`config.mk`:
```
export PLATFORM = sky130hd
export DESIGN_NAME = l1d_data_ram_arb
export DESIGN_NICKNAME = d
export VERILOG_FILES = /design/src/rtl/l1d_data_ram_arb_pkg.sv /design/src/rtl/l1d_data_ram_arb_rd_pipe.sv /design/src/rtl/l1d_data_ram_arb.sv
export SDC_FILE = /design/constraint.sdc
export NUM_CORES = 1
export LEC_CHECK = 0
export BUFFER_PORTS_ARGS = -buffer_cell sky130_fd_sc_hd__buf_2
export CAP_MARGIN = 10
export CELL_PAD_IN_SITES_DETAIL_PLACEMENT = 0
export CELL_PAD_IN_SITES_GLOBAL_PLACEMENT = 1
export CORE_AREA = 8 8 184 186
export DETAILED_ROUTE_END_ITERATION = 8
export DIE_AREA = 0 0 192 194
export PLACE_DENSITY_LB_ADDON = 0.1
export SLEW_MARGIN = 10
export SYNTH_ARGS = -nofsm -noshare
export SYNTH_HDL_FRONTEND = slang
export SYNTH_HIERARCHICAL = 1
export SYNTH_SLANG_ARGS = --single-unit
```
`constraint.sdc`:
```
create_clock -name clk -period 1.6 [get_ports clk]
set_input_delay 0.24 -clock clk [delete_from_list [all_inputs] [get_ports clk]]
set_output_delay 0.24 -clock clk [all_outputs]
set_load 0.005 [all_outputs]
```
`src/rtl/l1d_data_ram_arb_pkg.sv`:
```
// Shared types and sizes for the L1D data RAM arbiter slice.
package l1d_data_ram_arb_pkg;

   localparam int unsigned L1D_INDEX_WIDTH     = 6;
   localparam int unsigned L1D_WAY_WIDTH       = 2;
   localparam int unsigned L1D_OFFSET_WIDTH    = 2;
   localparam int unsigned L1D_DATA_WIDTH      = 64;
   localparam int unsigned L1D_MSHR_ID_WIDTH   = 3;
   localparam int unsigned L1D_LOAD_ID_WIDTH   = 4;
   localparam int unsigned L1D_DATA_ADDR_WIDTH =
      L1D_INDEX_WIDTH + L1D_WAY_WIDTH + L1D_OFFSET_WIDTH;

   localparam logic [L1D_OFFSET_WIDTH-1:0] L1D_OFFSET_MAX = '1;

   function automatic int unsigned max_u(input int unsigned a, input int unsigned b);
      return (a > b) ? a : b;
   endfunction

   // Read-pipe id is wide enough for either a load id or an MSHR (evict) id.
   localparam int unsigned L1D_RD_ID_WIDTH = max_u(L1D_MSHR_ID_WIDTH, L1D_LOAD_ID_WIDTH);

   typedef struct packed {
      logic [L1D_INDEX_WIDTH-1:0]  index;
      logic [L1D_WAY_WIDTH-1:0]    way;
      logic [L1D_OFFSET_WIDTH-1:0] offset;
   } pack_data_addr;

   typedef struct packed {
      pack_data_addr               addr;
      logic [L1D_DATA_WIDTH-1:0]   data;
      logic [L1D_DATA_WIDTH/8-1:0] wstrb;
   } pack_data_wr_pld;

   typedef struct packed {
      pack_data_addr                addr;
      logic [L1D_LOAD_ID_WIDTH-1:0] load_id;
   } pack_data_rd_pld;

   typedef struct packed {
      pack_data_addr                evict_dat_addr;
      logic [L1D_MSHR_ID_WIDTH-1:0] evict_id;
   } pack_evict_dat_pld;

   typedef enum logic {RD_SRC_LOAD, RD_SRC_EVICT} rd_src_e;

   typedef struct packed {
      logic                       vld;
      rd_src_e                    src;
      logic [L1D_RD_ID_WIDTH-1:0] id;
   } rd_pipe_ent_t;

endpackage

```
`src/rtl/l1d_data_ram_arb_rd_pipe.sv`:
```
// Tracks in-flight SRAM reads: RAM_RD_LAT-deep shift of {vld,src,id}.
module l1d_data_ram_arb_rd_pipe
   import l1d_data_ram_arb_pkg::*;
#(
   parameter int unsigned RAM_RD_LAT = 2
) (
   input  logic                       clk,
   input  logic                       rst,
   input  logic                       in_vld,
   input  rd_src_e                    in_src,
   input  logic [L1D_RD_ID_WIDTH-1:0] in_id,
   output logic                       out_vld,
   output rd_src_e                    out_src,
   output logic [L1D_RD_ID_WIDTH-1:0] out_id
);

   rd_pipe_ent_t pipe_q [RAM_RD_LAT];
   rd_pipe_ent_t pipe_d [RAM_RD_LAT];

   // Stage 0 captures the grant; each later stage takes its predecessor.
   always_comb begin
      pipe_d[0] = '{vld: in_vld, src: in_src, id: in_id};
      for (int i = 1; i < int'(RAM_RD_LAT); i++) begin
         pipe_d[i] = pipe_q[i-1];
      end
   end

   // Pipeline state; reset drops every in-flight read.
   always_ff @(posedge clk or posedge rst) begin
      if (rst) begin
         for (int i = 0; i < int'(RAM_RD_LAT); i++) begin
            pipe_q[i] <= '0;
         end
      end else begin
         pipe_q <= pipe_d;
      end
   end

   assign out_vld = pipe_q[RAM_RD_LAT-1].vld;
   assign out_src = pipe_q[RAM_RD_LAT-1].src;
   assign out_id  = pipe_q[RAM_RD_LAT-1].id;

endmodule

```
`src/rtl/l1d_data_ram_arb.sv`:
```
// Single-port L1D data SRAM arbiter: one grant per cycle, read-return routing.
// Optional build macro L1D_DATA_ARB_AGING_EN adds starvation counters.
module l1d_data_ram_arb
   import l1d_data_ram_arb_pkg::*;
#(
   parameter int unsigned RAM_RD_LAT = 2
`ifdef L1D_DATA_ARB_AGING_EN
   ,
   parameter int unsigned AGE_MAX    = 15
`endif
) (
   input  logic                           clk,
   input  logic                           rst,
   input  logic                           refill_wr_vld,
   output logic                           refill_wr_rdy,
   input  pack_data_wr_pld                refill_wr_pld,
   input  logic                           load_rd_vld,
   output logic                           load_rd_rdy,
   input  pack_data_rd_pld                load_rd_pld,
   input  logic                           evict_dat_vld,
   output logic                           evict_dat_rdy,
   input  pack_evict_dat_pld              evict_dat_pld,
   input  logic                           store_wr_vld,
   output logic                           store_wr_rdy,
   input  pack_data_wr_pld                store_wr_pld,
   output logic                           ram_en,
   output logic                           ram_we,
   output logic [L1D_DATA_ADDR_WIDTH-1:0] ram_addr,
   output logic [L1D_DATA_WIDTH-1:0]      ram_wdata,
   output logic [L1D_DATA_WIDTH/8-1:0]    ram_wstrb,
   input  logic [L1D_DATA_WIDTH-1:0]      ram_rdata,
   output logic                           evict_rdat_vld,
   output logic [L1D_MSHR_ID_WIDTH-1:0]   evict_rdat_id,
   output logic [L1D_DATA_WIDTH-1:0]      evict_rdat_data,
   output logic                           load_rdat_vld,
   output logic [L1D_LOAD_ID_WIDTH-1:0]   load_rdat_id,
   output logic [L1D_DATA_WIDTH-1:0]      load_rdat_data
);

   logic gnt_refill, gnt_load, gnt_evict, gnt_store;
   logic evict_lock_q, evict_lock_d;

`ifdef L1D_DATA_ARB_AGING_EN
   localparam int unsigned   AGE_W   = $clog2(AGE_MAX + 1);
   localparam logic [AGE_W-1:0] AGE_SAT = AGE_W'(AGE_MAX);

   logic [AGE_W-1:0] load_age_q, load_age_d;
   logic [AGE_W-1:0] evict_age_q, evict_age_d;
   logic [AGE_W-1:0] store_age_q, store_age_d;
   logic load_urg, evict_urg, store_urg;

   assign load_urg  = load_rd_vld   && (load_age_q  == AGE_SAT);
   assign evict_urg = evict_dat_vld && (evict_age_q == AGE_SAT);
   assign store_urg = store_wr_vld  && (store_age_q == AGE_SAT);
`endif

   // Grant select: refill first, then a locked evict line, then urgent, then base order.
   always_comb begin
      gnt_refill = 1'b0;
      gnt_load   = 1'b0;
      gnt_evict  = 1'b0;
      gnt_store  = 1'b0;
      if (rst) begin
         // no grants while in reset
      end else if (refill_wr_vld) begin
         gnt_refill = 1'b1;
      end else if (evict_lock_q && evict_dat_vld) begin
         gnt_evict = 1'b1;
`ifdef L1D_DATA_ARB_AGING_EN
      end else if (store_urg) begin
         gnt_store = 1'b1;
      end else if (evict_urg) begin
         gnt_evict = 1'b1;
      end else if (load_urg) begin
         gnt_load = 1'b1;
`endif
      end else if (load_rd_vld) begin
         gnt_load = 1'b1;
      end else if (evict_dat_vld) begin
         gnt_evict = 1'b1;
      end else if (store_wr_vld) begin
         gnt_store = 1'b1;
      end
   end

   assign refill_wr_rdy = gnt_refill;
   assign load_rd_rdy   = gnt_load;
   assign evict_dat_rdy = gnt_evict;
   assign store_wr_rdy  = gnt_store;

   // Drive the SRAM from the granted payload.
   always_comb begin
      ram_en    = 1'b0;
      ram_we    = 1'b0;
      ram_addr  = '0;
      ram_wdata = '0;
      ram_wstrb = '0;
      if (gnt_refill) begin
         ram_en    = 1'b1;
         ram_we    = 1'b1;
         ram_addr  = refill_wr_pld.addr;
         ram_wdata = refill_wr_pld.data;
         ram_wstrb = refill_wr_pld.wstrb;
      end else if (gnt_store) begin
         ram_en    = 1'b1;
         ram_we    = 1'b1;
         ram_addr  = store_wr_pld.addr;
         ram_wdata = store_wr_pld.data;
         ram_wstrb = store_wr_pld.wstrb;
      end else if (gnt_load) begin
         ram_en   = 1'b1;
         ram_addr = load_rd_pld.addr;
      end else if (gnt_evict) begin
         ram_en   = 1'b1;
         ram_addr = evict_dat_pld.evict_dat_addr;
      end
   end

   // Lock opens on beat 0 of a line and closes on its last beat.
   always_comb begin
      evict_lock_d = evict_lock_q;
      if (gnt_evict) begin
         if (evict_dat_pld.evict_dat_addr.offset == L1D_OFFSET_MAX) begin
            evict_lock_d = 1'b0;
         end else if (evict_dat_pld.evict_dat_addr.offset == '0) begin
            evict_lock_d = 1'b1;
         end
      end
   end

`ifdef L1D_DATA_ARB_AGING_EN
   // Lose counters: count waiting cycles, saturate, clear on handshake.
   always_comb begin
      load_age_d  = load_age_q;
      evict_age_d = evict_age_q;
      store_age_d = store_age_q;
      if (gnt_load)                                 load_age_d  = '0;
      else if (load_rd_vld && load_age_q != AGE_SAT) load_age_d  = load_age_q + 1'b1;
      if (gnt_evict)                                   evict_age_d = '0;
      else if (evict_dat_vld && evict_age_q != AGE_SAT) evict_age_d = evict_age_q + 1'b1;
      if (gnt_store)                                   store_age_d = '0;
      else if (store_wr_vld && store_age_q != AGE_SAT) store_age_d = store_age_q + 1'b1;
   end

   // Age counter state.
   always_ff @(posedge clk or posedge rst) begin
      if (rst) begin
         load_age_q  <= '0;
         evict_age_q <= '0;
         store_age_q <= '0;
      end else begin
         load_age_q  <= load_age_d;
         evict_age_q <= evict_age_d;
         store_age_q <= store_age_d;
      end
   end
`endif

   // Evict lock state.
   always_ff @(posedge clk or posedge rst) begin
      if (rst) evict_lock_q <= 1'b0;
      else     evict_lock_q <= evict_lock_d;
   end

   logic                       rd_in_vld, rd_out_vld;
   rd_src_e                    rd_in_src, rd_out_src;
   logic [L1D_RD_ID_WIDTH-1:0] rd_in_id, rd_out_id;

   assign rd_in_vld = gnt_load | gnt_evict;
   assign rd_in_src = gnt_evict ? RD_SRC_EVICT : RD_SRC_LOAD;
   assign rd_in_id  = gnt_evict ? L1D_RD_ID_WIDTH'(evict_dat_pld.evict_id)
                                : L1D_RD_ID_WIDTH'(load_rd_pld.load_id);

   l1d_data_ram_arb_rd_pipe #(
      .RAM_RD_LAT (RAM_RD_LAT)
   ) u_rd_pipe (
      .clk     (clk),
      .rst     (rst),
      .in_vld  (rd_in_vld),
      .in_src  (rd_in_src),
      .in_id   (rd_in_id),
      .out_vld (rd_out_vld),
      .out_src (rd_out_src),
      .out_id  (rd_out_id)
   );

   // Route the returning beat to its owner; outputs stay 0 when idle.
   always_comb begin
      evict_rdat_vld  = 1'b0;
      evict_rdat_id   = '0;
      evict_rdat_data = '0;
      load_rdat_vld   = 1'b0;
      load_rdat_id    = '0;
      load_rdat_data  = '0;
      if (rd_out_vld && rd_out_src == RD_SRC_EVICT) begin
         evict_rdat_vld  = 1'b1;
         evict_rdat_id   = rd_out_id[L1D_MSHR_ID_WIDTH-1:0];
         evict_rdat_data = ram_rdata;
      end else if (rd_out_vld) begin
         load_rdat_vld  = 1'b1;
         load_rdat_id   = rd_out_id[L1D_LOAD_ID_WIDTH-1:0];
         load_rdat_data = ram_rdata;
      end
   end

endmodule

```
; After elaboration in Yosys (flattened, before gate mapping)
; Index checks and enable logic that the tools add are counted.
[word_totals]
reg_bits = 13
output_inout_bits = 225
inputBits = 261
[classes]
n_mux = 43
reduce_logical = 5
n_eq_ne = 1
bitwise = 1
[ops]
columns = op, count
row1 = $mux 64, 5
row2 = $mux 10, 4
row3 = $mux 1, 28
row4 = $mux 8, 2
row5 = $mux 4, 3
row6 = $mux 3, 1
row7 = $eq 2x2->1 const B, 1
row8 = $logic_and 1x1->1, 2
row9 = $logic_not 2->1, 1
row10 = $reduce_and 2->1, 1
row11 = $reduce_bool 2->1, 1
row12 = $or 1x1->1, 1

; Depth between registers and ports, before layout
; Gate-level depths: netlist of the first run.
[logic_depth]
word_depth = 9
ltp_mapped = 6

; By module
; The synthesis of the first run kept the hierarchy.
[modules_own_cells]
columns = module, area_per_inst_um2, cells_each, n_inst, seq_area_each_um2
row1 = l1d_data_ram_arb, 2207.1, 320, 1, 25.0
row2 = l1d_data_ram_arb_rd_pipe, 304.0, 13, 1, 300.3

; Worst setup path after synthesis of the first run
; OpenSTA, ideal clock, no wires.
[synth_path]
path_type = reg2out
startpoint = reg u_rd_pipe.pipe_q (netlist bit u_rd_pipe/out_src)
endpoint = out load_rdat_data[47]
path_slack_ps = 187
t_arrival_ps = 1173
path_stages_with_launch = 5
path_buffers = 2
cell_sequence = dfrtp_1 > and2b_1 > buf_2 > clkbuf_1 > and2_1
[synth_via]
elab_chain_len = 2
[synth_rtl]
columns = element, line_no
row1 = from (decl), l1d_data_ram_arb_rd_pipe.sv:17  ; rd_pipe_ent_t pipe_q [RAM_RD_LAT];
row2 = from (signal assigned), l1d_data_ram_arb_rd_pipe.sv:35  ; pipe_q <= pipe_d;
row3 = $logic_and 1x1->1, l1d_data_ram_arb.sv:195  ; if (rd_out_vld && rd_out_src == RD_SRC_EVICT) begin
row4 = $mux 64, l1d_data_ram_arb.sv:195
row5 = to (decl), l1d_data_ram_arb.sv:37  ; output logic [L1D_DATA_WIDTH-1:0] load_rdat_data
; No other way between the ends.

; Final worst setup path of the first run
[layout_path]
startpoint = reg u_rd_pipe.pipe_q (netlist bit u_rd_pipe/out_vld)
endpoint = out load_rdat_data[12]
[layout_via]
elab_chain_len = 2
[layout_rtl]
columns = element, line_no
row1 = $mux 64 or $logic_and 1x1->1 (tied branches), "l1d_data_ram_arb.sv:199, l1d_data_ram_arb.sv:195"
row2 = $mux 64 *, l1d_data_ram_arb.sv:195
; Mark *: on every way between the ends. The rest lies on a longest branch, timed or not.

==> run_results.csv, run 1 <==
group,metric,value,unit
yosys,yosysWarnings,6,
clock_network,numCtsBuffers,3,
timing,worst_pin_slew,0.442,ns
worst_setup_path,cp.required,1.36,ns
power_and_ir_drop,power_leakage,4.09,nW
worst_hold_path,hold_class,"in -> async",
power_and_ir_drop,vdd_drop_max,273,uV
power_and_ir_drop,p_comb_share,63.4,%
global_route,gr-total-overflow,0,
clock_network,cts.sinks,13,
global_route,grt_usage,12.2,%
yosys,synth_cell_types,27,
global_route,grt_start_max_net_pins,69,
drt,ant_nets,0,
floorplan,coreArea,31100,um^2
placed_design,dp_hpwl,21200,um
final_layout,syn_to_final_growth,181,%
clock_network,root_buffer,"clkbuf_16",
clock_network,htreeDepth,1,
yosys,ys_seq_area_share,13.0,%
placed_design,gp_congestion,0.774,
worst_setup_path,cp-start-kind,"flop",
drt,drc,0,
timing,period_share,111,%
yosys,syn_area_per_cell,7.54,um^2
yosys,syn_area,2510,um^2
clock_network,cts_buffer_depth,2,
floorplan,rows,65,
timing,rsz0062_at_grt,"yes",
drt,firstDrtPassIters,4,
worst_setup_path,crit_arrival,1.53,ns
worst_setup_path,path_class,"reg -> out",
timing,fin_crit,1.77,ns
power_and_ir_drop,power_density,320,nW/um^2
drt,vias_per_cell,3.87,
yosys,synth_cells,333,
timing,slew_headroom,70.5,%
floorplan,io_pins,486,
worst_setup_path,cp_max_fo,4,
yosys,ys_seq_elements,13,
power_and_ir_drop,p_sw,0.000735,W
timing,fmax,565,MHz
timing,fin_worst_skew,0.00271,ns
floorplan,die_w,192,um
placed_design,post_dp_cell_area,5600,um^2
clock_network,cts_tree,"yes",
worst_setup_path,rrSetupSlack,0.30,ns
run_status,failed_checks,"negative setup slack",
drt,vias,4824,
final_layout,multi_input_area,2120,um^2
floorplan,dieArea,37200,um^2
global_route,antenna_found_initial,13,
final_layout,postLayoutCoreUtil,22.7,%
timing,finalMaxSlewViolations,0,
clock_network,insertion_delay,0.23,ns
final_layout,regArea,327,um^2
final_layout,drive_above_1_share,75.0,%
power_and_ir_drop,p_sw_share,32.6,%
floorplan,start_util,8.08,%
power_and_ir_drop,power.internal,0.00152,W
final_layout,fin_nets,1103,
power_and_ir_drop,pwr-share-seq,16.5,%
timing,hold_viol_final,0,
global_route,grt_pass1_wl,34500,um
final_layout,n_fill_cell,3499,
drt,wirelength,27300,um
drt,drtIter0Drc,113,
placed_design,numPortBuffers,485,
final_layout,final_area,7040,um^2
global_route,grt_pass1_vias,5113,
placed_design,pre_cts_ws,-0.142,ns
yosys,synth_nets,595,
floorplan,fp.dieH,194,um
power_and_ir_drop,pwr-share-clk,20.1,%
clock_network,clk_pin_slew,0.04,ns
run,cap_violations,0,
timing,fin_hold_ws,0.0174,ns
worst_setup_path,crit_path_end_kind,"output pin",
drt,wl_per_cell,21.9,um
timing,tns,-12.94,ns
timing,timing.final.ws_setup,-0.171,ns
timing,setup_violations,142,
run_status,outcome,"finished, violations left",
final cells by class:
| class | instances | share of cell area [%] |
|---|---|---|
| antenna | 4 | 0.142 |
| clock buffer | 3 | 1.07 |
| clock inverter | 1 | 0.0710 |
| inverter | 4 | 0.213 |
| multi-input combinational | 271 | 30.2 |
| sequential | 13 | 4.64 |
| tap | 402 | 7.14 |
| timing repair buffer | 548 | 56.6 |
metrics by stage:
stage | cells | total power (W)
floorplan | 333 | 0.000747
global route | 1246 | 0.00242
global placement | 1204 | 0.00150
CTS | 1216 | 0.00203
detailed placement | 1204 | 0.00148
finish | 1246 | 0.00226
power groups by stage:
stage	sequential, W	clock [W]	combinational, W
2_1_floorplan	0.000370	0	0.000377
3_3_place_gp	0.000374	0	0.00113
3_5_place_dp	0.000373	0	0.00111
4_1_cts	0.000371	0.000469	0.00119
5_1_grt	0.000376	0.000492	0.00156
6_report	0.000373	0.000453	0.00143
placed cells by master, fill, tap and decap left out, drive strengths merged, types with 2 or more instances in the layout:
cell type  synthesis  layout
nor2               4       4
nand2b             2       2
dfrtp             13      13
clkbuf            29      16
and2              71      71
a32oi             10      10
a22o              72      72
buf               16     535
a21oi             10      10
and3              67      67
nor3              10      10
diode              0       4
inv                4       4
mux2               3       3
o31ai             12      12
final timing paths:
path / from / to / cells after the start
setup / recovery: u_rd_pipe/out_vld$_DFF_PP0_ / load_rdat_data[12] / 6
hold / removal: rst / evict_lock_q$_DFFE_PP0P_ / 3
hold reg to reg: u_rd_pipe/pipe_d[0]$_DFF_PP0_ / u_rd_pipe/out_id[0]$_DFF_PP0_ / 0
max in group asynchronous: rst / u_rd_pipe/out_id[1]$_DFF_PP0_ / 3
min in group clk: load_rd_pld[3] / u_rd_pipe/pipe_d[3]$_DFF_PP0_ / 2
setup reg to reg: evict_lock_q$_DFFE_PP0P_ / u_rd_pipe/pipe_d[2]$_DFF_PP0_ / 3
layer usage:
layer / track usage (%) / vias up / wire length, um
li1: - / 2279 / -
met1: 11.9 / 2204 / 9070
met2: 24.3 / 319 / 15300
met3: 4.33 / 20 / 2850
met4: 1.70 / 2 / 117
met5: 0 / - / 10
worst max-delay path: stages, from the launching register on:
cell and delay [ns]:
dfrtp_1 0.40, and2b_4 0.20, buf_12 0.14, buf_4 0.13, clkbuf_16 0.15, and2_4 0.15, buf_6 0.11
cell usage after synthesis:
| master | count | area, um^2 |
|---|---|---|
| clkbuf_2 | 1 | 5.00 |
| dfrtp_1 | 13 | 325 |
| mux2_2 | 3 | 33.8 |
| a32oi_1 | 10 | 87.6 |
| ha_1 | 1 | 12.5 |
| a21oi_1 | 10 | 50.1 |
| nand3_1 | 1 | 5.00 |
| and3_1 | 67 | 419 |
| nor3b_4 | 1 | 18.8 |
| inv_1 | 4 | 15.0 |
| a22o_1 | 72 | 631 |
| buf_6 | 9 | 101 |
| clkbuf_1 | 28 | 105 |
| and2b_1 | 1 | 7.51 |
| nand2b_1 | 2 | 12.5 |
| nor2_1 | 4 | 15.0 |
| nor2b_1 | 1 | 6.26 |
| a21bo_2 | 1 | 10.0 |
| buf_1 | 1 | 3.75 |
| o21a_1 | 1 | 7.51 |
| a21boi_2 | 1 | 11.3 |
| o21bai_1 | 1 | 7.51 |
| and2_1 | 71 | 444 |
| buf_2 | 6 | 30.0 |
| or2_2 | 1 | 6.26 |
| nor3_1 | 10 | 50.1 |
| o31ai_1 | 12 | 90.1 |
state kept, by name, indices dropped and copies added, names as in the netlist:
register	cells
evict_lock_q	1
u_rd_pipe/out_src	1
u_rd_pipe/out_id	4
u_rd_pipe/pipe_d	6
u_rd_pipe/out_vld	1
what timing repair did:
item                       in CTS  in global routing
hold buffers                    0                  0
setup endpoints to repair     217                220
resized for setup              37                150
cloned                          4                 17
buffers inserted                4                 10
pin swaps                      12                 57
kinds of logic after synthesis:
group           after synthesis  synth area share [%]
mux                           3                  1.35
compound gates              108                  35.6
simple gates                159                  39.2
buf+inv                      49                  10.4
flops                        13                  13.0
fa+ha+maj                     1                 0.498
Power figures use the tool's default switching activity.
==> run 2: changes to the inputs <==
--- a/config.mk
+++ b/config.mk
@@ -9,9 +9,9 @@
 export CAP_MARGIN = 10
 export CELL_PAD_IN_SITES_DETAIL_PLACEMENT = 0
 export CELL_PAD_IN_SITES_GLOBAL_PLACEMENT = 1
-export CORE_AREA = 8 8 184 186
+export CORE_AREA = 8 8 180 182
 export DETAILED_ROUTE_END_ITERATION = 8
-export DIE_AREA = 0 0 192 194
+export DIE_AREA = 0 0 188 190
 export PLACE_DENSITY_LB_ADDON = 0.1
 export SLEW_MARGIN = 10
 export SYNTH_ARGS = -nofsm -noshare
==> constraint.sdc (replaced) <==
create_clock -name clk -period 1.47 [get_ports clk]
set_input_delay 0.2205 -clock clk [delete_from_list [all_inputs] [get_ports clk]]
set_output_delay 0.2205 -clock clk [all_outputs]
set_load 0.005 [all_outputs]
==> run_results.csv, run 2 (synthesized netlist as in run 1, its figures left out) <==
group,metric,value,unit
run_status,outcome,"finished, violations left",
run_status,failed_checks,"negative setup slack",
floorplan,dieArea,35700,um^2
placed_design,dp_hpwl,20800,um
timing,worst_pin_slew,0.480,ns
floorplan,rows,63,
drt,wl_met2,14700,um
power_and_ir_drop,power.internal,0.00171,W
drt,drc,0,
clock_network,cts.sinks,13,
timing,fin_crit,1.68,ns
final_layout,largest_register_ffs,6,
final_layout,fin_nets,1114,
drt,drt-met1-wl,9310,um
placed_design,dp.cells,1198,
global_route,antenna_found_initial,10,
drt,wirelength,27000,um
floorplan,die_w,188,um
timing,fin_worst_skew,0.00538,ns
worst_setup_path,crit_arrival,1.46,ns
worst_setup_path,worstRegToRegCells,5,
power_and_ir_drop,power_density,349,nW/um^2
clock_network,numCtsBuffers,3,
worst_setup_path,path_class,"reg -> out",
drt,drtIter0Drc,117,
power_and_ir_drop,p_sw_share,32.4,%
worst_setup_path,cp_max_fo,8,
worst_setup_path,crit_path_end_kind,"output pin",
power_and_ir_drop,pwr-share-clk,20.2,%
timing,setup_violations,125,
placed_design,gp_congestion,0.734,
floorplan,io_pins,486,
power_and_ir_drop,vdd_drop_max,285,uV
global_route,gr-total-overflow,0,
final_layout,final_common_cell,"buf_2",
clock_network,insertion_delay,0.24,ns
drt,firstDrtPassIters,6,
global_route,grt_start_max_net_pins,36,
power_and_ir_drop,p_sw,0.000823,W
global_route,grt_usage,13.4,%
timing,fmax,596,MHz
worst_setup_path,rrSetupSlack,0.09,ns
global_route,grt_pass1_vias,5389,
timing,hold_viol_final,0,
worst_setup_path,cp.required,1.25,ns
floorplan,coreArea,29400,um^2
final_layout,stdcell_count,1248,
final_layout,final_cell_mix,"buf_2 (408), buf_6 (88), a22o_1 (72)",
clock_network,cts_buffer_depth,2,
final_layout,syn_to_final_growth,189,%
drt,wl_per_cell,21.6,um
timing,finalMaxSlewViolations,0,
timing,period_share,114,%
global_route,grt_pass1_wl,36500,um
placed_design,numPortBuffers,485,
power_and_ir_drop,power_leakage,4.17,nW
timing,rsz0062_at_grt,"yes",
drt,ant_nets,0,
floorplan,fp.dieH,190,um
clock_network,htreeDepth,1,
timing,timing.final.ws_setup,-0.209,ns
worst_hold_path,hold_class,"in -> async",
power_and_ir_drop,p_comb_share,63.7,%
clock_network,root_buffer,"clkbuf_16",
worst_setup_path,timing.rr.start,"evict_lock_q$_DFFE_PP0P_",
placed_design,pre_cts_ws,-0.114,ns
drt,dr.max_layer_used,"met5",
worst_setup_path,cp-start-kind,"flop",
clock_network,clk_pin_slew,0.05,ns
floorplan,start_util,8.54,%
drt,vias_per_cell,3.91,
worst_setup_path,r2r_end,"u_rd_pipe/pipe_d[2]$_DFF_PP0_",
final_layout,drive_above_1_share,76.0,%
timing,slew_headroom,68.0,%
power_and_ir_drop,pwr-share-seq,16.0,%
drt,vias,4875,
run,cap_violations,0,
clock_network,cts_tree,"yes",
drt,wl_met3,2640,um
final_layout,n_fill_cell,3315,
power_and_ir_drop,totalPowerFinal,0.00254,W
run 2: cell types whose count changed in the layout (fill, tap and decap cells not counted), moves of 2 or more:
| cell | change |
|---|---|
| and3_4 | +2 |
| buf_16 | +7 |
| diode_2 | +3 |
| buf_6 | +5 |
| clkbuf_16 | -6 |
| buf_8 | +6 |
| and3_1 | -2 |
| and2_1 | -3 |
| and2_4 | +3 |
| a22o_4 | -2 |
| a22o_1 | +2 |
run 2: stage by stage:
| stage | hold slack (ns) | instance area, um^2 | TNS [ns] | util [%] |
|---|---|---|---|---|
| 5_1_grt | 0.184 | 7260 | -25.54 | 24.7 |
| 3_5_place_dp | 0.241 | 5600 | -6.17 | 19.1 |
| 2_1_floorplan | -0.0508 | 2510 | 0 | - |
| 3_3_place_gp | 0.234 | 5600 | -5.60 | 19.1 |
| 6_report | 0.142 | 7260 | -15.87 | 24.7 |
| 4_1_cts | 0.181 | 6310 | -20.52 | 21.5 |
run 2: cell type report:
class	count	area, um^2	share of cell area [%]
Multi-Input combinational cell	271	2160	29.8
Timing Repair Buffer	559	4170	57.5
Clock buffer	4	78.8	1.09
Antenna cell	7	17.5	0.241
Tap cell	390	488	6.72
Sequential cell	13	328	4.51
Inverter	4	15.0	0.207
run 2: worst max path at each step:
stage / startpoint / end / slack [ns] / cells after the start
final: u_rd_pipe/out_vld$_DFF_PP0_ / load_rdat_id[2] / -0.21 / 5
after global placement: refill_wr_vld / ram_wstrb[7] / -0.1 / 7
after CTS: evict_lock_q$_DFFE_PP0P_ / ram_addr[9] / -0.19 / 5
after detailed placement: refill_wr_vld / ram_wdata[27] / -0.11 / 7
after global routing: evict_lock_q$_DFFE_PP0P_ / ram_addr[9] / -0.26 / 5
after floorplan: u_rd_pipe/out_src$_DFF_PP0_ / load_rdat_data[47] / 0.08 / 4
run 2: worst max-delay path, cell delays in order, from the launching register on:
cell and delay [ns]:
dfrtp_2 0.44, and2b_4 0.20, buf_12 0.15, clkbuf_16 0.16, and2_4 0.15, buf_6 0.11
run 2: metal layers:
layer / vias to the layer above / track usage [%]
li1: 2307 / -
met1: 2246 / 12.9
met2: 298 / 25.8
met3: 20 / 6.06
met4: 4 / 2.58
met5: - / 0
run 2: power by group through the flow:
| stage | combinational [W] | sequential, W | clock (W) |
|---|---|---|---|
| 2_1_floorplan | 0.000411 | 0.000403 | 0 |
| 3_3_place_gp | 0.00121 | 0.000407 | 0 |
| 3_5_place_dp | 0.00118 | 0.000407 | 0 |
| 4_1_cts | 0.00137 | 0.000405 | 0.000532 |
| 5_1_grt | 0.00176 | 0.000410 | 0.000549 |
| 6_report | 0.00162 | 0.000407 | 0.000513 |
run 2: timing repair:
item / 4_1_cts / 5_1_grt
hold buffers: 1 / 0
buffers inserted: 10 / 7
gates cloned: 14 / 12
pin swaps: 13 / 77
gates resized for setup: 46 / 176
setup endpoints to repair: 219 / 216
endpoints found under the hold margin: 1 / 0
